[config.mk]
export PLATFORM = sky130hd
export DESIGN_NAME = block_lock_arbiter_flat
export DESIGN_NICKNAME = d
export VERILOG_FILES = /design/src/rtl/block_lock_arbiter_if.sv /design/src/rtl/block_lock_arbiter.sv /design/src/flat_wrapper.sv
export SDC_FILE = /design/constraint.sdc
export NUM_CORES = 1
export LEC_CHECK = 0
export BUFFER_PORTS_ARGS = -buffer_cell sky130_fd_sc_hd__buf_2
export CORE_UTILIZATION = 48
export DETAILED_ROUTE_END_ITERATION = 12
export PLACE_DENSITY = 0.78
export REMOVE_ABC_BUFFERS = 1
export SLEW_MARGIN = 20
export SYNTH_ARGS = -nofsm -noshare
export SYNTH_HDL_FRONTEND = slang
export SYNTH_SLANG_ARGS = --single-unit
export TNS_END_PERCENT = 1
[constraint.sdc]
create_clock -name clk -period 2.05 [get_ports clk]
set_clock_uncertainty 0.15 [all_clocks]
set_input_delay 0.41 -clock clk [delete_from_list [all_inputs] [get_ports clk]]
set_output_delay 0.41 -clock clk [all_outputs]
set_load 0.01 [all_outputs]
[src/rtl/block_lock_arbiter_if.sv]
// Bundle of requester-side and block-manager-side signals for the lock arbiter.
// The arbiter takes the slave view; the surrounding system takes the master view.
interface block_lock_arbiter_if #(
  parameter int N_REQ       = 4,
  parameter int BLOCK_WIDTH = 9
);
  // requester side
  logic [N_REQ-1:0]             req_strobe_i;
  logic [N_REQ-1:0]             req_lock_i;
  logic [N_REQ-1:0]             req_unlock_i;
  logic [N_REQ*BLOCK_WIDTH-1:0] req_address_i;
  logic [N_REQ-1:0]             req_ack_o;
  // block manager side
  logic [BLOCK_WIDTH-1:0]       lock_address_o;
  logic                         lock_o;
  logic                         unlock_o;
  logic                         lock_strobe_o;
  logic                         lock_ack_i;
  // status and error reporting
  logic                         busy_o;
  logic                         err_clear_i;
  logic                         timeout_error_o;
  logic                         spurious_ack_o;
  logic [2:0]                   last_error_req_o;

  modport slave (
    input  req_strobe_i, req_lock_i, req_unlock_i, req_address_i,
    input  lock_ack_i, err_clear_i,
    output req_ack_o, lock_address_o, lock_o, unlock_o, lock_strobe_o,
    output busy_o, timeout_error_o, spurious_ack_o, last_error_req_o
  );

  modport master (
    output req_strobe_i, req_lock_i, req_unlock_i, req_address_i,
    output lock_ack_i, err_clear_i,
    input  req_ack_o, lock_address_o, lock_o, unlock_o, lock_strobe_o,
    input  busy_o, timeout_error_o, spurious_ack_o, last_error_req_o
  );
endinterface

[src/rtl/block_lock_arbiter.sv]
// Round-robin arbiter in front of the block manager's single lock/unlock port.
// One transaction at a time: IDLE picks a requester, ISSUE strobes the block
// manager, WAIT collects the acknowledge (or gives up after ACK_TIMEOUT cycles),
// DONE returns a one-cycle ack to the winner. Sticky flags report protocol faults.
module block_lock_arbiter #(
  parameter int N_REQ       = 4,
  parameter int BLOCK_WIDTH = 9,
  parameter int ACK_TIMEOUT = 15
) (
  input logic                clk,
  input logic                reset,
  block_lock_arbiter_if.slave bus
);

  localparam int IDX_W = (N_REQ > 1) ? $clog2(N_REQ) : 1;

  typedef enum logic [1:0] {
    ST_IDLE,
    ST_ISSUE,
    ST_WAIT,
    ST_DONE
  } state_t;

  state_t                 state_reg, state_next;
  logic [IDX_W-1:0]       grant_reg, grant_next;
  logic [IDX_W-1:0]       last_grant_reg, last_grant_next;
  logic [BLOCK_WIDTH-1:0] addr_reg, addr_next;
  logic                   lock_reg, lock_next;
  logic                   unlock_reg, unlock_next;
  logic [7:0]             count_reg, count_next;
  logic                   timeout_err_reg, timeout_err_next;
  logic                   spurious_reg, spurious_next;
  logic [2:0]             last_err_reg, last_err_next;

  // cand[gi] is the requester examined at priority position gi, starting one
  // past the previous winner and wrapping; cand_hit marks which are requesting.
  logic [IDX_W-1:0]       cand [N_REQ];
  logic [N_REQ-1:0]       cand_hit;
  logic [BLOCK_WIDTH-1:0] addr_arr [N_REQ];
  logic [N_REQ-1:0]       ack_vec;
  logic [IDX_W-1:0]       sel_idx;
  logic                   sel_valid;

  genvar gi;
  generate
    for (gi = 0; gi < N_REQ; gi++) begin : g_req
      assign cand[gi]     = IDX_W'((int'(last_grant_reg) + gi + 1) % N_REQ);
      assign cand_hit[gi] = bus.req_strobe_i[cand[gi]];
      assign addr_arr[gi] = bus.req_address_i[gi*BLOCK_WIDTH +: BLOCK_WIDTH];
      assign ack_vec[gi]  = (state_reg == ST_DONE) && (grant_reg == IDX_W'(gi));
    end
  endgenerate

  // Pick the asserted candidate closest after the previous winner.
  always_comb begin
    sel_valid = |cand_hit;
    sel_idx   = cand[0];
    for (int i = N_REQ - 1; i >= 0; i--) begin
      if (cand_hit[i]) sel_idx = cand[i];
    end
  end

  // Next-state logic: transaction sequencing, watchdog and sticky error flags.
  always_comb begin
    state_next       = state_reg;
    grant_next       = grant_reg;
    last_grant_next  = last_grant_reg;
    addr_next        = addr_reg;
    lock_next        = lock_reg;
    unlock_next      = unlock_reg;
    count_next       = count_reg;
    timeout_err_next = timeout_err_reg;
    spurious_next    = spurious_reg;
    last_err_next    = last_err_reg;

    // Clear first so that a fault in the same cycle overrides it.
    if (bus.err_clear_i) begin
      timeout_err_next = 1'b0;
      spurious_next    = 1'b0;
    end
    if (bus.lock_ack_i && (state_reg != ST_WAIT)) begin
      spurious_next = 1'b1;
    end

    case (state_reg)
      ST_IDLE: begin
        if (sel_valid) begin
          grant_next      = sel_idx;
          last_grant_next = sel_idx;
          addr_next       = addr_arr[sel_idx];
          lock_next       = bus.req_lock_i[sel_idx];
          unlock_next     = bus.req_unlock_i[sel_idx];
          state_next      = ST_ISSUE;
        end
      end
      ST_ISSUE: begin
        count_next = 8'd0;
        state_next = ST_WAIT;
      end
      ST_WAIT: begin
        // An ack in the final watchdog cycle still counts as a normal ack.
        if (bus.lock_ack_i) begin
          state_next = ST_DONE;
        end else begin
          count_next = count_reg + 8'd1;
          if ((count_reg + 8'd1) == 8'(ACK_TIMEOUT)) begin
            timeout_err_next = 1'b1;
            last_err_next    = 3'(grant_reg);
            state_next       = ST_DONE;
          end
        end
      end
      ST_DONE: begin
        state_next = ST_IDLE;
      end
      default: begin
        state_next = ST_IDLE;
      end
    endcase
  end

  // State and datapath registers; reset abandons any transaction in flight.
  always_ff @(posedge clk) begin
    if (reset) begin
      state_reg       <= ST_IDLE;
      grant_reg       <= '0;
      last_grant_reg  <= IDX_W'(N_REQ - 1);
      addr_reg        <= '0;
      lock_reg        <= 1'b0;
      unlock_reg      <= 1'b0;
      count_reg       <= 8'd0;
      timeout_err_reg <= 1'b0;
      spurious_reg    <= 1'b0;
      last_err_reg    <= 3'd0;
    end else begin
      state_reg       <= state_next;
      grant_reg       <= grant_next;
      last_grant_reg  <= last_grant_next;
      addr_reg        <= addr_next;
      lock_reg        <= lock_next;
      unlock_reg      <= unlock_next;
      count_reg       <= count_next;
      timeout_err_reg <= timeout_err_next;
      spurious_reg    <= spurious_next;
      last_err_reg    <= last_err_next;
    end
  end

  assign bus.req_ack_o        = ack_vec;
  assign bus.lock_strobe_o    = (state_reg == ST_ISSUE);
  assign bus.busy_o           = (state_reg != ST_IDLE);
  assign bus.lock_address_o   = addr_reg;
  assign bus.lock_o           = lock_reg;
  assign bus.unlock_o         = unlock_reg;
  assign bus.timeout_error_o  = timeout_err_reg;
  assign bus.spurious_ack_o   = spurious_reg;
  assign bus.last_error_req_o = last_err_reg;

endmodule

[src/flat_wrapper.sv]
// flat-port wrapper written by rule: the top's interface ports become plain ports
module block_lock_arbiter_flat 
#(
  parameter int N_REQ       = 4,
  parameter int BLOCK_WIDTH = 9,
  parameter int ACK_TIMEOUT = 15
)
  (clk, reset, bus_req_strobe_i, bus_req_lock_i, bus_req_unlock_i, bus_req_address_i, bus_lock_ack_i, bus_err_clear_i, bus_req_ack_o, bus_lock_address_o, bus_lock_o, bus_unlock_o, bus_lock_strobe_o, bus_busy_o, bus_timeout_error_o, bus_spurious_ack_o, bus_last_error_req_o);
  block_lock_arbiter_if #(.N_REQ(N_REQ), .BLOCK_WIDTH(BLOCK_WIDTH)) bus_i ();
  input logic clk;
  input logic reset;
  input wire logic [$bits(bus_i.req_strobe_i)-1:0] bus_req_strobe_i;
  input wire logic [$bits(bus_i.req_lock_i)-1:0] bus_req_lock_i;
  input wire logic [$bits(bus_i.req_unlock_i)-1:0] bus_req_unlock_i;
  input wire logic [$bits(bus_i.req_address_i)-1:0] bus_req_address_i;
  input wire logic [$bits(bus_i.lock_ack_i)-1:0] bus_lock_ack_i;
  input wire logic [$bits(bus_i.err_clear_i)-1:0] bus_err_clear_i;
  output wire logic [$bits(bus_i.req_ack_o)-1:0] bus_req_ack_o;
  output wire logic [$bits(bus_i.lock_address_o)-1:0] bus_lock_address_o;
  output wire logic [$bits(bus_i.lock_o)-1:0] bus_lock_o;
  output wire logic [$bits(bus_i.unlock_o)-1:0] bus_unlock_o;
  output wire logic [$bits(bus_i.lock_strobe_o)-1:0] bus_lock_strobe_o;
  output wire logic [$bits(bus_i.busy_o)-1:0] bus_busy_o;
  output wire logic [$bits(bus_i.timeout_error_o)-1:0] bus_timeout_error_o;
  output wire logic [$bits(bus_i.spurious_ack_o)-1:0] bus_spurious_ack_o;
  output wire logic [$bits(bus_i.last_error_req_o)-1:0] bus_last_error_req_o;
  assign bus_i.req_strobe_i = bus_req_strobe_i;
  assign bus_i.req_lock_i = bus_req_lock_i;
  assign bus_i.req_unlock_i = bus_req_unlock_i;
  assign bus_i.req_address_i = bus_req_address_i;
  assign bus_i.lock_ack_i = bus_lock_ack_i;
  assign bus_i.err_clear_i = bus_err_clear_i;
  assign bus_req_ack_o = bus_i.req_ack_o;
  assign bus_lock_address_o = bus_i.lock_address_o;
  assign bus_lock_o = bus_i.lock_o;
  assign bus_unlock_o = bus_i.unlock_o;
  assign bus_lock_strobe_o = bus_i.lock_strobe_o;
  assign bus_busy_o = bus_i.busy_o;
  assign bus_timeout_error_o = bus_i.timeout_error_o;
  assign bus_spurious_ack_o = bus_i.spurious_ack_o;
  assign bus_last_error_req_o = bus_i.last_error_req_o;
  block_lock_arbiter #(.N_REQ(N_REQ), .BLOCK_WIDTH(BLOCK_WIDTH), .ACK_TIMEOUT(ACK_TIMEOUT)) u_core (.clk(clk), .reset(reset), .bus(bus_i));
endmodule
## Word level (Yosys, flattened, before mapping)

Cells that the tools add are included.

| operators by class | value |
|---|---|
| $add $sub $neg | 7 |
| shifts and indexed selects | 0 |
| mux-type cells | 31 |
| equal/unequal tests | 11 |
| multipliers | 0 |
| bitwise gates (word level) | 2 |
| reductions and logical operators | 15 |
| $lt $le $gt $ge | 6 |
| div/mod/pow operators | 0 |

Operator list:

| kind | count |
|---|---|
| binary-select mux 9 bit (select 2 bit) | 1 |
| 2-to-1 mux 9 bit | 2 |
| one-hot mux 8 bit (2 select lines) | 1 |
| less-than comparator 2 x 3 -> 1 bit (second input constant) | 5 |
| 2-to-1 mux 2 bit | 7 |
| binary-select mux 1 bit (select 2 bit) | 6 |
| 2-to-1 mux 1 bit | 12 |
| adder 2 bit (second input constant) | 5 |
| adder 8 x 1 -> 8 bit (second input constant) | 1 |
| equality test 2 bit (second input constant) | 4 |
| equality test 8 x 4 -> 1 bit (second input constant) | 1 |
| 2-to-1 mux 8 bit | 1 |
| one-hot mux 2 bit (4 select lines) | 1 |
| AND reduction 2 bit | 3 |
| nonzero test 2 bit | 3 |
| logical AND 1 bit | 5 |
| equality test 2 x 1 -> 1 bit (second input constant) | 2 |
| zero test 2 bit | 2 |
| inequality test 2 bit (second input constant) | 2 |
| OR reduction 4 bit | 1 |
| greater-or-equal comparator 3 bit (second input constant) | 1 |
| inequality test 3 x 2 -> 1 bit (second input constant) | 1 |
| inverter 2 -> 3 bit | 1 |
| AND reduction 3 bit | 1 |
| 3 further kinds | 3 |

| word-level totals | value |
|---|---|
| bits in registers | 29 |
| bits of input ports | 52 |
| output and inout bits | 22 |
| memories kept | 0 |
| bits in latches | 0 |
| bits in read-only memories | 0 |
| bits in writable memories | 0 |
| word-level logic and storage cells | 82 |

## Logic depth before layout (Yosys ltp)

Gate-level depths: netlist of run 1.

| logic depth | value |
|---|---|
| word-level depth | 12 |
| depth in mapped cells | 8 |
| depth with buffers taken out | 7 |

## Least setup slack after synthesis of run 1

No wires, ideal clock.

| path | value |
|---|---|
| path type | register to register |
| start | register u_core.count_reg[0] |
| end | register u_core.last_err_reg[0], in the netlist u_core.bus.last_error_req_o[0] |
| buffers on the path | 0 |
| setup time | 72 ps |
| required time | 1828 ps |
| data arrival time | 1544 ps |
| setup slack | 284 ps |
| period minus slack after synthesis | 1766 ps |
| stages on the path, launching flop included | 7 |
| cells stage by stage | dfxtp_1 -> ha_1 -> xor2_1 -> nand3b_1 -> nor4_4 -> and3_2 -> mux2i_1 |

| between the ends | value |
|---|---|
| word-level cells in the longest chain between the ends | 3 |

Ends and longest elaborated chain:

| element | line | text |
|---|---|---|
| start: declaration | block_lock_arbiter.sv:30 | `logic [7:0] count_reg, count_next;` |
| start signal: assignment | block_lock_arbiter.sv:142 | `count_reg <= count_next;` |
| adder 8 x 1 -> 8 bit | block_lock_arbiter.sv:106 | `if ((count_reg + 8'd1) == 8'(ACK_TIMEOUT)) begin` |
| equality test 8 x 4 -> 1 bit | block_lock_arbiter.sv:106 |  |
| AND reduction 3 bit (no source line) | n/a |  |
| end signal: assignment | block_lock_arbiter.sv:145 | `last_err_reg <= last_err_next;` |
| end: declaration | block_lock_arbiter.sv:33 | `logic [2:0] last_err_reg, last_err_next;` |

Every way passes these cells.
A chain may end at the register's enable or synchronous reset.

## Final worst setup path of run 1

| path | value |
|---|---|
| start | register u_core.state_reg[0] |
| end | register u_core.state_reg[1] |

| between the ends | value |
|---|---|
| word-level cells in the longest chain between the ends | 3 |
| elaborated cells on any way between the ends | 8 |
| classes of those cells | eq/ne (5); mux (1); reduce/logical (2) |

Ends and longest elaborated chain:

| element | line | text |
|---|---|---|
| start: declaration | block_lock_arbiter.sv:24 | `state_t state_reg, state_next;` |
| start signal: assignment | block_lock_arbiter.sv:136 | `state_reg <= state_next;` |
| equality test 2 bit / zero test 2 bit (equally long branches) | block_lock_arbiter.sv:85 | `case (state_reg)` |
| inequality test 3 x 2 -> 1 bit (no source line) / inequality test 2 x 1 -> 1 bit (equally long branches) | n/a |  |
| AND reduction 2 bit (no source line) | n/a |  |

Parallel ways exist; a longest one is shown, timed or not.

==> metrics.md, run 1 <==
| Metric | Value |
|---|---|
| Count of H-tree levels built during CTS | `2` |
| Largest area contributor in the synthesized netlist | `sky130_fd_sc_hd__dfxtp_1` |
| Number of iterations in the first detailed-routing pass | `4` |
| Clock tree buffer depth | `2` |
| Die Span Y | `63.52 um` |
| Max Transition Viols Final | `0` |
| Fraction of synthesized cell area taken by the top area cell type | `31.96%` |
| Leftover overflow at the end of global routing | `0` |
| IR drop worst, VDD | `0.7014 mV` |
| Path class of the lowest-slack min-delay path | `in -> reg` |
| Site row count | `21` |
| Largest net degree at the start of global routing | `18` |
| Cts bufs inserted | `5` |
| Share of the clock period used by the worst path | `93.06%` |
| Total cell area at the placement stage | `roughly 0.0023 sq mm` |
| Post-synthesis sequential element count | `29` |
| Die Area | `just over 0.004 sq mm` |
| CTS tree | `done` |
| Average size of a mapped cell | `about 9 sq um` |
| Initial antenna violation count | `0` |
| Final hold viol count | `0` |
| Global Route Usage Sum | `21.65%` |
| Worst hold start | `bus_err_clear_i` |
| Power dissipated by switching net loads | `1.117 mW` |
| Dominant register cell in the synthesized netlist | `sky130_fd_sc_hd__dfxtp_1` |
| Min-Delay Endpoint | `u_core.bus.timeout_error_o` |
| Final number of setup-violating endpoints | `0` |
| Commonest cells after routing, fill and taps aside | `72 x sky130_fd_sc_hd__buf_2, 27 x sky130_fd_sc_hd__dfxtp_1, 24 x sky130_fd_sc_hd__mux2i_1` |
| Number of sinks driven by the clock tree | `29` |
| Total power density per cell area | `1199 mW/mm^2` |
| Outcome | `finished, final reports clean` |
| Horiz. Die Dim | `63.52 um` |
| Kind of capture point of the worst setup path | `flop` |
| Unrepaired setup endpoints after global routing | `true` |
| PortBufs | `72` |
| Top fanout value on the critical path | `7` |
| Startpoint class of the critical path | `flop` |
| Register Area | `around 580 sq um` |
| Instance count along the most critical hold path | `3` |
| Max reg flops | `9` |
| Maximum clock frequency | `0.5242 GHz` |
| Share of post-route cells with drive strength above 1 | `37.50%` |
| Sum of routed wire length over all layers | `~4.1 mm` |
| Static leakage power | `1.117 nW` |
| Via count of the first global-routing pass | `1492` |
| Antenna cell count | `0` |
| Share of total power in the clock network | `16.6%` |
| Final Cell Area | `0.002354 sq mm` |
| Synthesized instance count | `between 200 and 250` |
| Req. time, crit path | `around 2 ns` |
| Sw Ratio | `39.57%` |
| Startpoint of the worst-slack reg-to-reg timing path | `u_core.state_reg[0]` |
| Type of the worst setup path | `reg -> reg` |
| Sequential element share of the synthesized area | `31.96%` |
| Warnings, synthesis | `0` |
| Number of cells on the worst reg-to-reg path | `8` |
| Final Wtd Congestion | `0.7681` |
| Number of top-level pins | `74` |
| Most frequent standard cell in the layout excluding fill and tap cells | `sky130_fd_sc_hd__buf_2` |
| Clock tree root driver cell | `sky130_fd_sc_hd__clkbuf_8` |
| Total of fill cells in the finished design | `311` |
| Clock slew at the register clock pins of the worst setup and hold paths | `about 0.06 ns` |
| Proportion of power drawn by flip-flops and latches | `31.0%` |
| Number of enable-type register cells in the synthesized netlist | `0` |
| Count of nets after finishing | `338` |
| Wirelength per Cell | `12.68 um` |
| Routed Antenna Nets | `0` |
| Hold-fix buffers, CTS | `0` |
| Part of the total power dissipated in combinational logic | `52.4%` |
| Insertion delay to the later sink of the worst-skew pair | `0.28 ns` |
| Total number of vias | `1699` |
| Count of cell types in the netlist | `39` |
| Half-perimeter wire length after placement | `3.251 mm` |
| Placeable core region | `around 0.0035 sq mm` |
| First-pass GRT wire length | `6.858 mm` |
| Count of routing violations after the opening detailed-route iteration | `between 40 and 50` |
| Endpoint of the worst register-to-register path | `u_core.state_reg[1]` |
| Register-to-Register Setup Slack | `0.14 ns` |
| PnR Total Power | `about 2.8 mW` |
| Time the final worst path needs with I/O delays and setup | `between 1.5 and 2 ns` |
| Setup crit start | `u_core.state_reg[0]` |
| Maximum capacitance violations | `0` |
| Effective utilization at floorplan | `between 50% and 60%` |
| DP Worst Slack | `0.1356 ns` |
| Via/cell ratio | `5.212` |
| Drt drc | `0` |
| Synthesized area | `between 0.0015 and 0.002 sq mm` |
| Relative area change from synthesis to final layout | `29.55%` |
| Top cells by area in the synthesized netlist | `sky130_fd_sc_hd__dfxtp_1 32%, sky130_fd_sc_hd__mux2i_1 13%, sky130_fd_sc_hd__o221ai_2 9.1%, sky130_fd_sc_hd__nor2_1 4.5%, sky130_fd_sc_hd__ha_1 4.1%` |
| Setup slack of the critical path after layout | `0.1422 ns` |
| Multi-input logic area | `0.001127 sq mm` |
| Data arrival at the endpoint of the critical path | `1.92 ns` |
| Share of synthesized flip-flops with an asynchronous set or reset | `0%` |
| Internal power | `1.706 mW` |
-- synth_stat cells, drive strengths merged (3+ instances only) --
cell type and count:
clkbuf 3, ha 6, a21oi 8, nor2 22, o21ai 9, o221ai 13
nor4 3, a22oi 3, mux2i 24, nand2b 11, nor3 5, buf 6
dfxtp 29, nand3 4, and3 4, nand2 20, inv 9, a311oi 3
xor2 3
-- per-stage QoR --
stage | std cells | hold slack [ns] | utilization (%) | TNS [ns]
after global placement | 319 | 0.2937 | 65.19 | 0
after floorplan | 192 | 0.3291 | - | 0
final | 326 | 0.2567 | 67.86 | 0
after detailed placement | 319 | 0.2907 | 65.19 | 0
after CTS | 326 | 0.2512 | 67.68 | 0
after global routing | 326 | 0.2907 | 67.86 | -0.01180
-- repair_timing --
item | CTS | global route
resized for setup | 0 | 3
setup buffers | 0 | 0
endpoints found under the setup margin | 0 | 4
-- how the worst max path moves through the flow --
stage	end	slack (ns)	cells after the start
6_report	u_core.state_reg[1]	0.14	8
5_1_grt	u_core.state_reg[1]	-0.01	8
4_1_cts	u_core.bus.last_error_req_o[0]	0.08	6
3_5_place_dp	u_core.bus.last_error_req_o[0]	0.14	6
3_3_place_gp	u_core.bus.lock_address_o[4]	0.19	7
2_1_floorplan	u_core.bus.lock_address_o[0]	0.09	5
-- worst max-delay path: stages (launching register included) --
cell and delay, ns:
sky130_fd_sc_hd__dfxtp_1 0.39, sky130_fd_sc_hd__inv_1 0.09, sky130_fd_sc_hd__ha_1 0.27, sky130_fd_sc_hd__nor2b_1 0.15, sky130_fd_sc_hd__buf_4 0.15, sky130_fd_sc_hd__a21oi_1 0.25, sky130_fd_sc_hd__nor3_1 0.10, sky130_fd_sc_hd__a22oi_1 0.15
sky130_fd_sc_hd__nand3_1 0.09
-- cell families after synthesis --
logic type                 share of synthesized area (%)
AOI/OAI and AO/OA                                  20.45
xor gates and xnor gates                           1.929
adders and majority gates                          4.132
buffers and inverters                              6.198
DFF                                                31.96
muxes                                              13.84
other                                             0.2064
and+or+nand+nor                                    21.28
-- metal layers --
metal,part of all wire [%],track usage [%]
met3,2.7,4.348
met2,51,35.37
met1,45,27.50
met5,0,0
met4,1.6,8.807
-- power by group through the flow --
| stage | registers [mW] | clock network (mW) | logic [mW] |
|---|---|---|---|
| 2_1_floorplan | 0.922 | 0 | 0.906 |
| 3_3_place_gp | 0.886 | 0 | 1.45 |
| 3_5_place_dp | 0.885 | 0 | 1.49 |
| 4_1_cts | 0.874 | 0.479 | 1.49 |
| 5_1_grt | 0.903 | 0.505 | 1.63 |
| 6_report | 0.876 | 0.468 | 1.48 |
-- area by class of cell --
type | instances | area share (%)
Clock buffer | 7 | 3.668
Inverter | 9 | 1.435
Multi-Input combinational cell | 154 | 47.90
Sequential cell | 29 | 24.77
Tap cell | 46 | 2.446
Timing Repair Buffer | 81 | 19.78
No activity file was read; power rests on OpenSTA's default activity.
==> inputs of run 2 (changes only) <==
--- a/config.mk
+++ b/config.mk
@@ -8,7 +8,7 @@
 export BUFFER_PORTS_ARGS = -buffer_cell sky130_fd_sc_hd__buf_2
 export CORE_UTILIZATION = 48
 export DETAILED_ROUTE_END_ITERATION = 12
-export PLACE_DENSITY = 0.78
+export PLACE_DENSITY_LB_ADDON = 0.08
 export REMOVE_ABC_BUFFERS = 1
 export SLEW_MARGIN = 20
 export SYNTH_ARGS = -nofsm -noshare
==> metrics.md, run 2 (synthesized netlist as in run 1, its figures left out) <==
| Metric | Value |
|---|---|
| Largest net degree at the start of global routing | `25` |
| Number of top-level pins | `74` |
| Time the final worst path needs with I/O delays and setup | `between 1.5 and 2 ns` |
| Data arrival at the endpoint of the critical path | `1.91 ns` |
| Final Wtd Congestion | `0.7799` |
| Max reg flops | `9` |
| Cts bufs inserted | `5` |
| Type of the worst setup path | `reg -> reg` |
| Effective utilization at floorplan | `a little over half` |
| Horiz. Die Dim | `63.52 um` |
| Met3 layer wire length in the routed design | `234 um` |
| Maximum clock frequency | `~0.54 GHz` |
| Number of sinks driven by the clock tree | `29` |
| Total power density per cell area | `1210 mW/mm^2` |
| Routed Antenna Nets | `0` |
| Worst stage delay on the critical path | `about 0.44 ns` |
| Top fanout value on the critical path | `7` |
| Unrepaired setup endpoints after global routing | `false` |
| Relative area change from synthesis to final layout | `29.82%` |
| Drt drc | `0` |
| Static leakage power | `1.122 nW` |
| Die Area | `0.004035 sq mm` |
| Insertion delay to the later sink of the worst-skew pair | `0.28 ns` |
| Multi-input logic area | `0.001127 sq mm` |
| Antenna cell count | `0` |
| Max Transition Viols Final | `0` |
| Count of routing violations after the opening detailed-route iteration | `59` |
| IR drop worst, VDD | `0.6323 mV` |
| Slowest library cell on the worst path | `sky130_fd_sc_hd__dfxtp_1` |
| Cell type group with the largest total delay on the critical path | `simple AND/OR/NAND/NOR gates` |
| Setup slack of the critical path after layout | `0.2005 ns` |
| Placeable core region | `~0.0035 sq mm` |
| Initial antenna violation count | `0` |
| Global Route Usage Sum | `19.95%` |
| Sum of routed wire length over all layers | `3.941 mm` |
| Clock tree buffer depth | `2` |
| PortBufs | `72` |
| Count of H-tree levels built during CTS | `2` |
| Top layer reached by signal wires | `met3` |
| Req. time, crit path | `between 2 and 2.5 ns` |
| Clock tree root driver cell | `sky130_fd_sc_hd__clkbuf_8` |
| DP Worst Slack | `~0.14 ns` |
| Met1 layer wirelength in the final routing | `1.873 mm` |
| First-pass GRT wire length | `6.472 mm` |
| Hold-fix buffers, CTS | `0` |
| Path class of the lowest-slack min-delay path | `in -> reg` |
| Total of fill cells in the finished design | `290` |
| Most frequent standard cell in the layout excluding fill and tap cells | `sky130_fd_sc_hd__buf_2` |
| Total cell area at the placement stage | `around 0.0023 sq mm` |
| Post-CTS setup repair buffer count | `0` |
| Final number of setup-violating endpoints | `0` |
| Half-perimeter wire length after placement | `2.986 mm` |
| Final hold viol count | `0` |
| Via/cell ratio | `between 5 and 6` |
| Wirelength per Cell | `12.09 um` |
| Leftover overflow at the end of global routing | `0` |
| Clock slew at the register clock pins of the worst setup and hold paths | `0.06 ns` |
| Site row count | `21` |
| CTS tree | `done` |
| PnR Total Power | `2.853 mW` |
| TNS Setup | `0 ns` |
| Maximum capacitance violations | `0` |
| Outcome | `finished, final reports clean` |
| Number of iterations in the first detailed-routing pass | `4` |
| Final Cell Area | `0.002359 sq mm` |
| Register Area | `580.6 sq um` |
| Kind of capture point of the worst setup path | `flop` |
| CP bufs+invs | `0` |
| Total number of vias | `roughly 1700` |
| Startpoint class of the critical path | `flop` |
| Commonest cells after routing, fill and taps aside | `72 x sky130_fd_sc_hd__buf_2, 29 x sky130_fd_sc_hd__dfxtp_1, 24 x sky130_fd_sc_hd__mux2i_1` |
| Die Span Y | `63.52 um` |
| Via count of the first global-routing pass | `1506` |
| Count of nets after finishing | `337` |
| Chain of cells forming the critical path | `ha_1, xor2_1, nand3b_1, nor4_4, and3_2, mux2i_1` |
| Share of the clock period used by the worst path | `90.22%` |
| Share of post-route cells with drive strength above 1 | `a little under two fifths` |
| Routed wl met2 | `around 1.8 mm` |
==> run 2: cell types whose count changed in the layout (fill, tap and decap cells not counted), sizes merged <==
cell    before  now
clkinv       0    1
buf         81   80
==> run 2: stage by stage <==
stage	hold WS [ns]	instances	utilization [%]
after detailed placement	0.2925	318	64.97
after global routing	0.2664	326	68.00
final	0.2552	326	68.00
after CTS	0.2548	326	67.89
after floorplan	0.3291	192	-
after global placement	0.2949	318	64.97
==> run 2: worst min-delay path, delay by kind of cell <==
kind            cells  cell delay, ns
compound gates      1            0.05
buf+inv             1            0.08
simple gates        1            0.09
==> run 2: worst paths after layout <==
kind,startpoint,to,slack [ns],depth (start not counted)
min,bus_err_clear_i,u_core.bus.spurious_ack_o,0.26,3
max reg2reg,u_core.count_reg[0],u_core.bus.last_error_req_o[0],0.20,6
min reg2reg,u_core.bus.lock_address_o[5],u_core.bus.lock_address_o[5],0.31,2
max,u_core.count_reg[0],u_core.bus.last_error_req_o[0],0.20,6
==> run 2: routing by layer <==
metal  vias to the layer above  global-route usage (%)
li1                        879                       -
met1                       762                   25.11
met2                        64                   33.38
met3                         0                   6.159
met4                         0                   3.693
met5                         -                       0
==> run 2: layout make-up <==
type	count	area share (%)
Multi-Input combinational cell	154	47.80
Timing Repair Buffer	80	19.42
Clock buffer	7	4.085
Sequential cell	29	24.62
Inverter	9	1.432
Clock inverter	1	0.2122
Tap cell	46	2.440
==> run 2: repair_timing <==
action | 4_1_cts | 5_1_grt
setup endpoints to repair | 0 | 3
endpoints found under the hold margin | 0 | 0
gates resized for setup | 0 | 1
==> run 2: power by group <==
part / internal (mW) / total [mW] / switching [mW]
registers: 0.742 / 0.877 / 0.135
logic: 0.681 / 1.46 / 0.776
clock network: 0.303 / 0.520 / 0.217
total: 1.73 / 2.85 / 1.13
